### src/rtl/iob_cycle.sv
// iob_cycle: I/O-bus cycle sequencer between the chip-select decoder and the slow I/O bus FSM.
// Define IOB_POSTED_WR_EN to acknowledge plain writes early and let the I/O bus finish in the background.
module iob_cycle #(
   parameter int TIMEOUT = 255
) (
   input  logic CLK,
   input  logic nRES,
   input  logic CACT,
   input  logic IOCS,
   input  logic IACS,
   input  logic nWE,
   input  logic IOACK,
   output logic IOREQ,
   output logic IORW,
   output logic IOIACK,
   output logic IOLE,
   output logic nDTACK,
   output logic nBERR,
   output logic IOERR
);

   typedef enum logic [2:0] {
      IDLE  = 3'd0,
      LATCH = 3'd1,
      REQ   = 3'd2,
      DONE  = 3'd3,
      ERR   = 3'd4
   } state_t;

   localparam logic [7:0] CNT_LAST = 8'(TIMEOUT - 1);

   state_t     state, state_nxt;
   logic [7:0] cnt, cnt_nxt;
   logic       served, served_nxt;
   logic       posted, posted_nxt;
   logic       abandoned, abandoned_nxt;
   logic       iorw_nxt, ioiack_nxt, ioreq_nxt, iole_nxt, ndtack_nxt, nberr_nxt;
   logic       start, timeout, posted_req, ack_ok, dtack_set, berr_set;

`ifdef IOB_POSTED_WR_EN
   assign posted_req = !nWE && !IACS;
`else
   assign posted_req = 1'b0;
`endif

   assign start   = (state == IDLE) && CACT && IOCS && !served;
   assign timeout = (cnt == CNT_LAST);
   // Acknowledges only go to the CPU cycle that launched the request and is still running.
   assign ack_ok  = CACT && !posted && !abandoned;

   // Next-state, counter and request-context decode.
   always_comb begin
      state_nxt     = state;
      cnt_nxt       = cnt;
      posted_nxt    = posted;
      abandoned_nxt = abandoned;
      iorw_nxt      = IORW;
      ioiack_nxt    = IOIACK;
      case (state)
         IDLE: begin
            if (start) begin
               state_nxt     = LATCH;
               iorw_nxt      = nWE;
               ioiack_nxt    = IACS;
               posted_nxt    = posted_req;
               abandoned_nxt = 1'b0;
            end else begin
               state_nxt = IDLE;
            end
         end
         LATCH: begin
            state_nxt = REQ;
            cnt_nxt   = 8'd0;
         end
         REQ: begin
            cnt_nxt = cnt + 8'd1;
            if (IOACK) begin
               state_nxt = DONE;
            end else if (timeout) begin
               state_nxt = ERR;
            end else begin
               state_nxt = REQ;
            end
         end
         DONE, ERR: begin
            // Posted or orphaned cycles have nobody to acknowledge, so leave at once.
            if (posted || abandoned || !CACT) begin
               state_nxt = IDLE;
            end else begin
               state_nxt = state;
            end
         end
         default: begin
            state_nxt = IDLE;
         end
      endcase
      if (!CACT && !posted && ((state == LATCH) || (state == REQ))) begin
         abandoned_nxt = 1'b1;
      end else begin
         abandoned_nxt = abandoned_nxt;
      end
   end

   // Registered strobe and acknowledge values derived from the next state.
   always_comb begin
      ioreq_nxt  = 1'b0;
      iole_nxt   = 1'b0;
      dtack_set  = 1'b0;
      berr_set   = 1'b0;
      ndtack_nxt = 1'b1;
      nberr_nxt  = 1'b1;
      served_nxt = 1'b0;
      ioreq_nxt  = (state_nxt == REQ);
      iole_nxt   = (state_nxt == LATCH);
      if ((state == LATCH) && posted && CACT) begin
         dtack_set = 1'b1;
      end else if ((state == REQ) && IOACK && ack_ok) begin
         dtack_set = 1'b1;
      end else begin
         dtack_set = 1'b0;
      end
      if ((state == REQ) && !IOACK && timeout && ack_ok) begin
         berr_set = 1'b1;
      end else begin
         berr_set = 1'b0;
      end
      // Both acknowledges hold until the CPU ends its AS cycle.
      ndtack_nxt = !(CACT && (!nDTACK || dtack_set));
      nberr_nxt  = !(CACT && (!nBERR || berr_set));
      served_nxt = CACT && (served || !nDTACK || !nBERR);
   end

   // State and output registers with synchronous active-low reset.
   always_ff @(posedge CLK) begin
      if (!nRES) begin
         state     <= IDLE;
         cnt       <= 8'd0;
         served    <= 1'b0;
         posted    <= 1'b0;
         abandoned <= 1'b0;
         IOREQ     <= 1'b0;
         IOLE      <= 1'b0;
         IORW      <= 1'b1;
         IOIACK    <= 1'b0;
         nDTACK    <= 1'b1;
         nBERR     <= 1'b1;
      end else begin
         state     <= state_nxt;
         cnt       <= cnt_nxt;
         served    <= served_nxt;
         posted    <= posted_nxt;
         abandoned <= abandoned_nxt;
         IOREQ     <= ioreq_nxt;
         IOLE      <= iole_nxt;
         IORW      <= iorw_nxt;
         IOIACK    <= ioiack_nxt;
         nDTACK    <= ndtack_nxt;
         nBERR     <= nberr_nxt;
      end
   end

`ifdef IOB_POSTED_WR_EN
   // Posted-write timeout flag; only a reset clears it.
   always_ff @(posedge CLK) begin
      if (!nRES) begin
         IOERR <= 1'b0;
      end else if ((state == ERR) && posted) begin
         IOERR <= 1'b1;
      end else begin
         IOERR <= IOERR;
      end
   end
`else
   assign IOERR = 1'b0;
`endif

endmodule
### config.mk
export PLATFORM = sky130hd
export DESIGN_NAME = iob_cycle
export DESIGN_NICKNAME = d
export VERILOG_FILES = /design/src/rtl/iob_cycle.sv
export SDC_FILE = /design/constraint.sdc
export NUM_CORES = 1
export LEC_CHECK = 0
export CAP_MARGIN = 20
export CORE_ASPECT_RATIO = 0.8
export CORE_MARGIN = 2
export CORE_UTILIZATION = 23
export DETAILED_ROUTE_END_ITERATION = 6
export PLACE_DENSITY = 0.38
export SLEW_MARGIN = 20
export SYNTH_ARGS = -nofsm -noshare
export SYNTH_HDL_FRONTEND = slang
export SYNTH_SLANG_ARGS = --single-unit
### constraint.sdc
create_clock -name CLK -period 2.2 [get_ports CLK]
set_input_delay 0.33 -clock CLK [delete_from_list [all_inputs] [get_ports CLK]]
set_output_delay 0.33 -clock CLK [all_outputs]
set_load 0.03 [all_outputs]
Word-level counts from Yosys, hierarchy flattened
Index checks and enable logic that the tools add are counted.
{ "totals": {"input_bits": 7, "word_cells": 63, "regBits": 19, "output_inout_bits": 7} }
{ "classes": {"reduce_logical": 34, "add_sub_neg": 1, "muxes": 11, "n_eq_ne": 7} }
{ "ops": {"columns": ["operator", "count"], "rows": [
  ["$pmux 8 s2", 1],
  ["$logic_and 1x1->1", 13],
  ["$pmux 3 s4", 1],
  ["$eq 3x2->1 const B", 3],
  ["$mux 3", 3],
  ["$add 8x1->8 const B", 1],
  ["$eq 8x8->1 const B", 1],
  ["$logic_not 1->1", 8],
  ["$eq 3x1->1 const B", 2],
  ["$logic_or 1x1->1", 6],
  ["$mux 1", 6],
  ["$reduce_bool 2->1", 3],
  ["$reduce_and 2->1", 2],
  ["$eq 3x3->1 const B", 1],
  ["$logic_not 3->1", 1],
  ["$reduce_or 2->1", 1]
]} }

Longest topological paths before layout
Gate-level depths: netlist of the first run.
{ "depth": {"ltp_word": 8, "depth_mapped": 5, "ltp_nobuf": 5} }

Worst setup path after synthesis of the first run
Ideal clock, no wire load.
{ "synth_path": {"path_kind": "flip-flop to flip-flop", "from": "reg state[0]", "to": "reg cnt[6]", "setup_slack_ns": 0.674, "required_time_ns": 2.126, "arrival_ns": 1.452, "setup_ns": 0.074, "synth_period_minus_slack_ns": 1.526, "n_path_buf": 1, "path_stages_with_launch": 5, "path_cell_list": "dfxtp_1 buf_2 or3b_1 or4_1 a31oi_1"} }
{ "synth_via": {"elab_chain_cells": 2, "elab_cells_between_ends": 4, "cone_classes": "2 x eq/ne; 1 x mux; 1 x reduce/logical"} }
{ "synth_lines": {"columns": ["item", "line_no", "text"], "rows": [
  ["from (decl)", "32", "state_t state, state_nxt;"],
  ["from (signal assigned)", "148", "state <= state_nxt;"],
  ["$eq 3x2->1 or $eq 3x1->1 (tied branches)", "59", "case (state)"],
  ["$pmux 8 s2 or $reduce_bool 2->1 (tied branches)", null, null],
  ["to (signal assigned)", "149", "cnt <= cnt_nxt;"],
  ["to (decl)", "33", "logic [7:0] cnt, cnt_nxt;"]
]} }
Several ways; a longest one is shown, not always the timed one.
A chain may end at the register's enable or synchronous reset.

Final worst setup path of the first run
{ "layout_path": {"from": "reg state[2]", "to": "reg cnt[7]"} }
Same word-level chain as after synthesis.

==> implementation parameters, run 1 <==
Parameter                              Value

Run status
  Result of the run    complete, no violations

Die
  DIE HEIGHT    60.6 µm
  Horizontal extent of the die    74.7 µm
  I/O pins    14
  Cell Rows    20
  Core Region    3830 µm²
  Total Die Area    4520 µm²
  Initial standard-cell utilization of the core    24.0%

Power
  Total power divided by cell area    622 nW/µm²
  Portion of total power attributed to combinational logic    13.9%
  Share of total power consumed by net switching    25.5%
  Sequential Power Share    51.9%
  Worst supply voltage drop on vdd    0.224 mV
  Internal power component    0.526 mW
  Leakage component of the power    0.366 nW
  Portion of total power attributed to the clock network    34.2%
  Switching power summed over all nets    0.180 mW

Detailed routing
  Number of iterations in the first detailed-routing pass    4
  Overall via count from detail_route    758
  Vias per cell    4.49
  Number of antenna-violating nets in the routed design    0
  Post-Route WL    2130 µm
  DRC viols    0
  Number of design-rule violations left by the first detailed-router iteration    34
  Wire length per cell    12.6 µm

Synthesis
  Fraction of synthesis flops using an asynchronous set or reset pin    0%
  Sequential-to-total area share from yosys stat    41.4%
  Post-synthesis net count    112
  Post-synthesis sequential element count    19
  Count of flip-flops with a built-in enable after synthesis    0
  Synth cell types    38
  Post-Syn Area    920 µm²
  Post-synthesis cell count    103
  Most instantiated flip-flop cell in the synthesis netlist    sky130_fd_sc_hd__dfxtp_1
  Avg Cell Area, Syn    8.93 µm²
  YS warnings    0

Critical path
  Startpoint-to-endpoint class of the critical path    reg -> reg
  Arrival time of data at the critical path endpoint    1870 ps
  Worst stage delay on the critical path    520 ps
  CP Cell Sequence    or3b_1 > or4_1 > a31oi_1
  Worst-path cell with the longest stage delay    sky130_fd_sc_hd__or4_1
  Data required time at the worst endpoint    2380 ps
  Setup slack of the worst register-to-register path    520 ps
  Highest net fanout along the worst path    13
  Critical Path Sink Type    register
  Kind of launch point of the worst setup path    register

Cells and area
  FILL cells    411
  Largest reg by FF count    cnt
  Registers with the most flip-flops    cnt (8), state (3)
  Area of the multi-input gates    488 µm²
  Fin nets    124
  Number of flip-flops under the largest register name    8
  Storage cell area    380 µm²
  Layout area overhead    23.5%
  N_diodes    0
  Share of layout cells above drive strength 1    7.89%
  Core occupancy in the finished layout    29.7%

Timing
  Setup skew after layout    5.54 ps
  Final Slew Violations    0
  Slew of the pin with the lowest slew margin    632 ps
  Final hold viol count    0
  Worst hold slack    469 ps
  Maximum achievable frequency    594 MHz
  Final min period    1680 ps
  Ratio of final minimum period to clock period    76.6%
  TNS Setup    0 ps
  Setup repair after global routing missed its margin    no
  Setup-violating endpoint count in the final report    0
  Relative slew slack    57.6%

Flow run
  Max-cap violations    0

Global routing
  GR Overflow Total    0
  Number of global-route vias before repair    717
  First-pass GRT wire length    3600 µm
  Largest net degree at the start of global routing    14
  Overall fraction of global-route tracks in use    10.6%
  Antenna violations before repair    0

Clocking
  CTS tree    yes
  Worst-skew pair later-pin latency    250 ps
  Post-CTS Hold Buffers    0
  Inserted Clock Buffers    3
  Number of sinks on the clock net    19
  H-tree depth    1
  Cells resized by post-CTS repair    0
  Cell chosen for the clock root    sky130_fd_sc_hd__clkbuf_8
  Post-CTS clock slew at the launch and capture registers of the worst setup and hold paths    70 ps
  Post-CTS setup buffer count    0
  Number of buffers on the longest clock path    2

Place
  Detailed placer's ending HPWL    1550 µm
  # port buffers    12
  Routability congestion estimate    0.745

Hold path
  Path type of the worst min-delay path    reg -> reg
-- layout by cell type, fill, tap and decap left out, types with 2 or more instances in the layout --
master,instances
sky130_fd_sc_hd__dfxtp_1,19
sky130_fd_sc_hd__clkdlybuf4s50_1,12
sky130_fd_sc_hd__nand2_1,7
sky130_fd_sc_hd__nand3_1,6
sky130_fd_sc_hd__inv_1,5
sky130_fd_sc_hd__o21ai_0,5
sky130_fd_sc_hd__nand2b_1,5
sky130_fd_sc_hd__a21oi_1,5
sky130_fd_sc_hd__o211ai_1,5
sky130_fd_sc_hd__a31oi_1,4
sky130_fd_sc_hd__or4_1,3
sky130_fd_sc_hd__a311oi_1,3
sky130_fd_sc_hd__clkbuf_8,3
sky130_fd_sc_hd__nand3b_1,2
sky130_fd_sc_hd__o21a_1,2
sky130_fd_sc_hd__a211oi_1,2
sky130_fd_sc_hd__a41oi_1,2
sky130_fd_sc_hd__ha_1,2
sky130_fd_sc_hd__buf_4,2
-- cells by family (layout without fill, tap and decap cells) --
family | after synthesis | in the layout | share of synthesized area (%)
buf+inv | 12 | 23 | 5.58
compound gates | 33 | 33 | 25.2
simple gates | 35 | 35 | 23.8
xor+xnor | 1 | 1 | 0.953
fa+ha+maj | 2 | 2 | 2.72
other cells | 1 | 1 | 0.408
flops | 19 | 19 | 41.4
-- worst max-delay path, delay by kind of cell (launching register included) --
kind	cells	cell delay, ps
and+or+nand+nor	2	1000
AOI/OAI and AO/OA	1	160
DFF	1	450
-- worst paths after layout --
| path | endpoint | depth (start not counted) | start |
|---|---|---|---|
| hold reg to reg | served | 2 | served |
| setup reg to reg | cnt[7] | 3 | state[2] |
| setup / recovery | cnt[7] | 3 | state[2] |
| hold / removal | served | 2 | served |
-- per-stage QoR --
stage	setup WS (ps)	area, µm²	cells	power, mW
2_1_floorplan	674	920	103	0.435
3_3_place_gp	432	1090	165	0.473
3_5_place_dp	340	1090	165	0.473
4_1_cts	514	1140	169	0.719
5_1_grt	414	1140	169	0.741
6_report	516	1140	169	0.706
-- Yosys cell counts (2+ instances only) --
| master | number | area [µm²] |
|---|---|---|
| sky130_fd_sc_hd__nand2b_1 | 5 | 31.3 |
| sky130_fd_sc_hd__a41oi_1 | 2 | 17.5 |
| sky130_fd_sc_hd__inv_1 | 5 | 18.8 |
| sky130_fd_sc_hd__buf_2 | 2 | 10.0 |
| sky130_fd_sc_hd__nand2_1 | 7 | 26.3 |
| sky130_fd_sc_hd__clkbuf_1 | 4 | 15.0 |
| sky130_fd_sc_hd__o211ai_1 | 5 | 37.5 |
| sky130_fd_sc_hd__a311oi_1 | 3 | 26.3 |
| sky130_fd_sc_hd__nand3_1 | 6 | 30.0 |
| sky130_fd_sc_hd__o21ai_0 | 5 | 25.0 |
| sky130_fd_sc_hd__ha_1 | 2 | 25.0 |
| sky130_fd_sc_hd__nand3b_1 | 2 | 15.0 |
| sky130_fd_sc_hd__a31oi_1 | 4 | 25.0 |
| sky130_fd_sc_hd__or4_1 | 3 | 22.5 |
| sky130_fd_sc_hd__dfxtp_1 | 19 | 380 |
| sky130_fd_sc_hd__a211oi_1 | 2 | 15.0 |
| sky130_fd_sc_hd__a21oi_1 | 5 | 25.0 |
| sky130_fd_sc_hd__o21a_1 | 2 | 15.0 |
-- power by group through the flow --
stage | Combinational, mW | Clock, mW | Sequential (mW)
3_5_place_dp | 0.0986 | 0 | 0.374
6_report | 0.0980 | 0.242 | 0.367
3_3_place_gp | 0.0987 | 0 | 0.375
2_1_floorplan | 0.0553 | 0 | 0.380
5_1_grt | 0.108 | 0.265 | 0.368
4_1_cts | 0.0987 | 0.254 | 0.366
-- layout make-up --
type	instances	area share (%)
multi-input combinational	72	43.0
sequential	19	33.5
tap	55	6.06
clock buffer	4	3.96
inverter	5	1.65
timing repair buffer	14	11.9
-- layer usage --
metal | vias up | global-route usage [%] | wire, µm
li1 | 402 | - | -
met4 | 0 | 3.06 | 15
met1 | 347 | 16.9 | 1230
met3 | 2 | 3.65 | 60
met5 | - | 0 | 0
met2 | 7 | 13.0 | 826
No activity file was read; power rests on OpenSTA's default activity.
==> inputs of run 2 (changes only) <==
==> constraint.sdc (replaced) <==
create_clock -name CLK -period 1.72 [get_ports CLK]
set_input_delay 0.258 -clock CLK [delete_from_list [all_inputs] [get_ports CLK]]
set_output_delay 0.258 -clock CLK [all_outputs]
set_load 0.03 [all_outputs]
==> implementation parameters, run 2 (synthesis gave the netlist of run 1 again) <==
Parameter                              Value

Run status
  Result of the run    complete, no violations

Timing
  Maximum achievable frequency    623 MHz
  Setup repair after global routing missed its margin    no
  Final hold viol count    0 (unchanged)
  Setup-violating endpoint count in the final report    0 (unchanged)
  Setup skew after layout    4.24 ps (-1.30 ps)
  Final Slew Violations    0 (unchanged)
  Ratio of final minimum period to clock period    93.3%
  Final min period    1610 ps
  TNS Setup    0 ps (unchanged)

Cells and area
  FILL cells    410 (-0.24%)
  Largest reg by FF count    cnt
  Leading cell type in the layout, fill and taps excluded    sky130_fd_sc_hd__dfxtp_1
  Registers with the most flip-flops    cnt (8), state (3)
  Share of layout cells above drive strength 1    14.8% (+6.9 points)
  Final non-filler cell area    1200 µm² (+5.4%)
  Layout area overhead    30.2%
  Number of flip-flops under the largest register name    8 (unchanged)
  Finished Layout Cells    177 (+4.7%)
  Commonest non-fill, non-tap cells in the layout    sky130_fd_sc_hd__dfxtp_1, sky130_fd_sc_hd__clkdlybuf4s50_1, sky130_fd_sc_hd__buf_4
  Fin nets    132 (+6.5%)
  N_diodes    0 (unchanged)

Place
  # port buffers    12 (unchanged)
  Detailed placer's ending HPWL    1670 µm (+7.2%)
  # placed instances    173 (+4.8%)
  Routability congestion estimate    0.747 (+0.26%)
  Area after detailed placement    1150 µm² (+5.5%)

Global routing
  Antenna violations before repair    0 (unchanged)
  First-pass GRT wire length    3970 µm (+10%)
  GR Overflow Total    0 (unchanged)
  Largest net degree at the start of global routing    13 (-1)
  Overall fraction of global-route tracks in use    11.7% (+1.1 points)
  Number of global-route vias before repair    786 (+9.6%)

Clocking
  Post-CTS setup buffer count    0 (unchanged)
  Number of sinks on the clock net    19 (unchanged)
  Cells resized by post-CTS repair    0 (unchanged)
  Post-CTS Hold Buffers    0 (unchanged)
  CTS tree    yes
  Cell chosen for the clock root    sky130_fd_sc_hd__clkbuf_8
  Post-CTS clock slew at the launch and capture registers of the worst setup and hold paths    80 ps (about the same)
  H-tree depth    1 (unchanged)
  Number of buffers on the longest clock path    2 (unchanged)
  Inserted Clock Buffers    3 (unchanged)
  Worst-skew pair later-pin latency    260 ps (about the same)

Critical path
  Kind of launch point of the worst setup path    register
  Startpoint-to-endpoint class of the critical path    reg -> out
  Critical Path Sink Type    output port
  Arrival time of data at the critical path endpoint    1350 ps (-520 ps)
  Data required time at the worst endpoint    1460 ps (-920 ps)
  Worst stage delay on the critical path    700 ps (+180 ps)
  Highest net fanout along the worst path    3 (-10)
  Gate family responsible for the most delay along the worst path    buffers and inverters
  Number of buffer and inverter stages on the critical path    1 (+1)
  CP Cell Sequence    clkdlybuf4s50_1
  Worst-path cell with the longest stage delay    sky130_fd_sc_hd__clkdlybuf4s50_1

Detailed routing
  Number of design-rule violations left by the first detailed-router iteration    40 (+18%)
  DRC viols    0 (unchanged)
  Post-Route WL    2290 µm (+7.4%)
  Wire length per cell    12.9 µm (+2.5%)
  Overall via count from detail_route    821 (+8.3%)
  Number of antenna-violating nets in the routed design    0 (unchanged)
  Vias per cell    4.64 (+3.4%)
  Number of iterations in the first detailed-routing pass    4 (unchanged)

Power
  Total power divided by cell area    778 nW/µm² (+25%)
  Worst supply voltage drop on vdd    0.392 mV (+75%)
  Leakage component of the power    0.409 nW (+12%)

Die
  Initial standard-cell utilization of the core    24.0% (unchanged)
  Cell Rows    20 (unchanged)
  I/O pins    14 (unchanged)
  Total Die Area    4520 µm² (unchanged)
  Horizontal extent of the die    74.7 µm (unchanged)
  Core Region    3830 µm² (unchanged)
  DIE HEIGHT    60.6 µm (unchanged)

Flow run
  Max-cap violations    0 (unchanged)

Hold path
  Path type of the worst min-delay path    reg -> reg
run 2: cell types whose count changed in the layout (fill, tap and decap cells not counted):
cell and delta:
sky130_fd_sc_hd__buf_4 +8, sky130_fd_sc_hd__clkbuf_1 -1, sky130_fd_sc_hd__clkinv_2 +1
run 2: final timing paths:
path,from,endpoint,slack (ps),depth (start not counted)
setup reg to reg,state[2],cnt[6],230,3
hold reg to reg,served,served,460,2
setup / recovery,nBERR,nBERR,110,1
hold / removal,served,served,460,2
run 2: worst register-to-register path, cell delays in order (launching register included):
cell                      delay (ps)
sky130_fd_sc_hd__dfxtp_1         310
sky130_fd_sc_hd__or3b_1          440
sky130_fd_sc_hd__or4_1           520
sky130_fd_sc_hd__a31oi_1         160
run 2: area by class of cell:
class	instances	area [µm²]	area share, %
multi-input combinational	72	488	40.8
sequential	19	380	31.8
timing repair buffer	22	195	16.3
tap	55	68.8	5.75
clock buffer	3	41.3	3.45
inverter	5	18.8	1.57
clock inverter	1	5.00	0.418
run 2: layer usage:
layer / vias up / share of wire [%] / track usage (%)
li1: 426 / - / -
met1: 382 / 56 / 17.1
met2: 11 / 40 / 17.2
met3: 2 / 3.4 / 3.49
met4: 0 / 0.65 / 2.30
met5: - / 0 / 0
run 2: report_power, final:
group / switching [mW] / internal, mW / leakage (nW) / total, mW
logic: 0.0823 / 0.0712 / 0.229 / 0.153
clock network: 0.155 / 0.161 / 0.0255 / 0.316
registers: 0.00781 / 0.454 / 0.154 / 0.462
total: 0.245 / 0.686 / 0.409 / 0.931
run 2: through the flow:
stage / setup WS [ps] / utilization (%) / hold WS [ps] / total power [mW]
global route: 67.4 / 31.3 / 492 / 0.981
global placement: 113 / 30.1 / 448 / 0.626
floorplan: 194 / - / 330 / 0.556
detailed placement: 118 / 30.1 / 450 / 0.627
CTS: 114 / 31.3 / 461 / 0.947
finish: 115 / 31.3 / 459 / 0.931
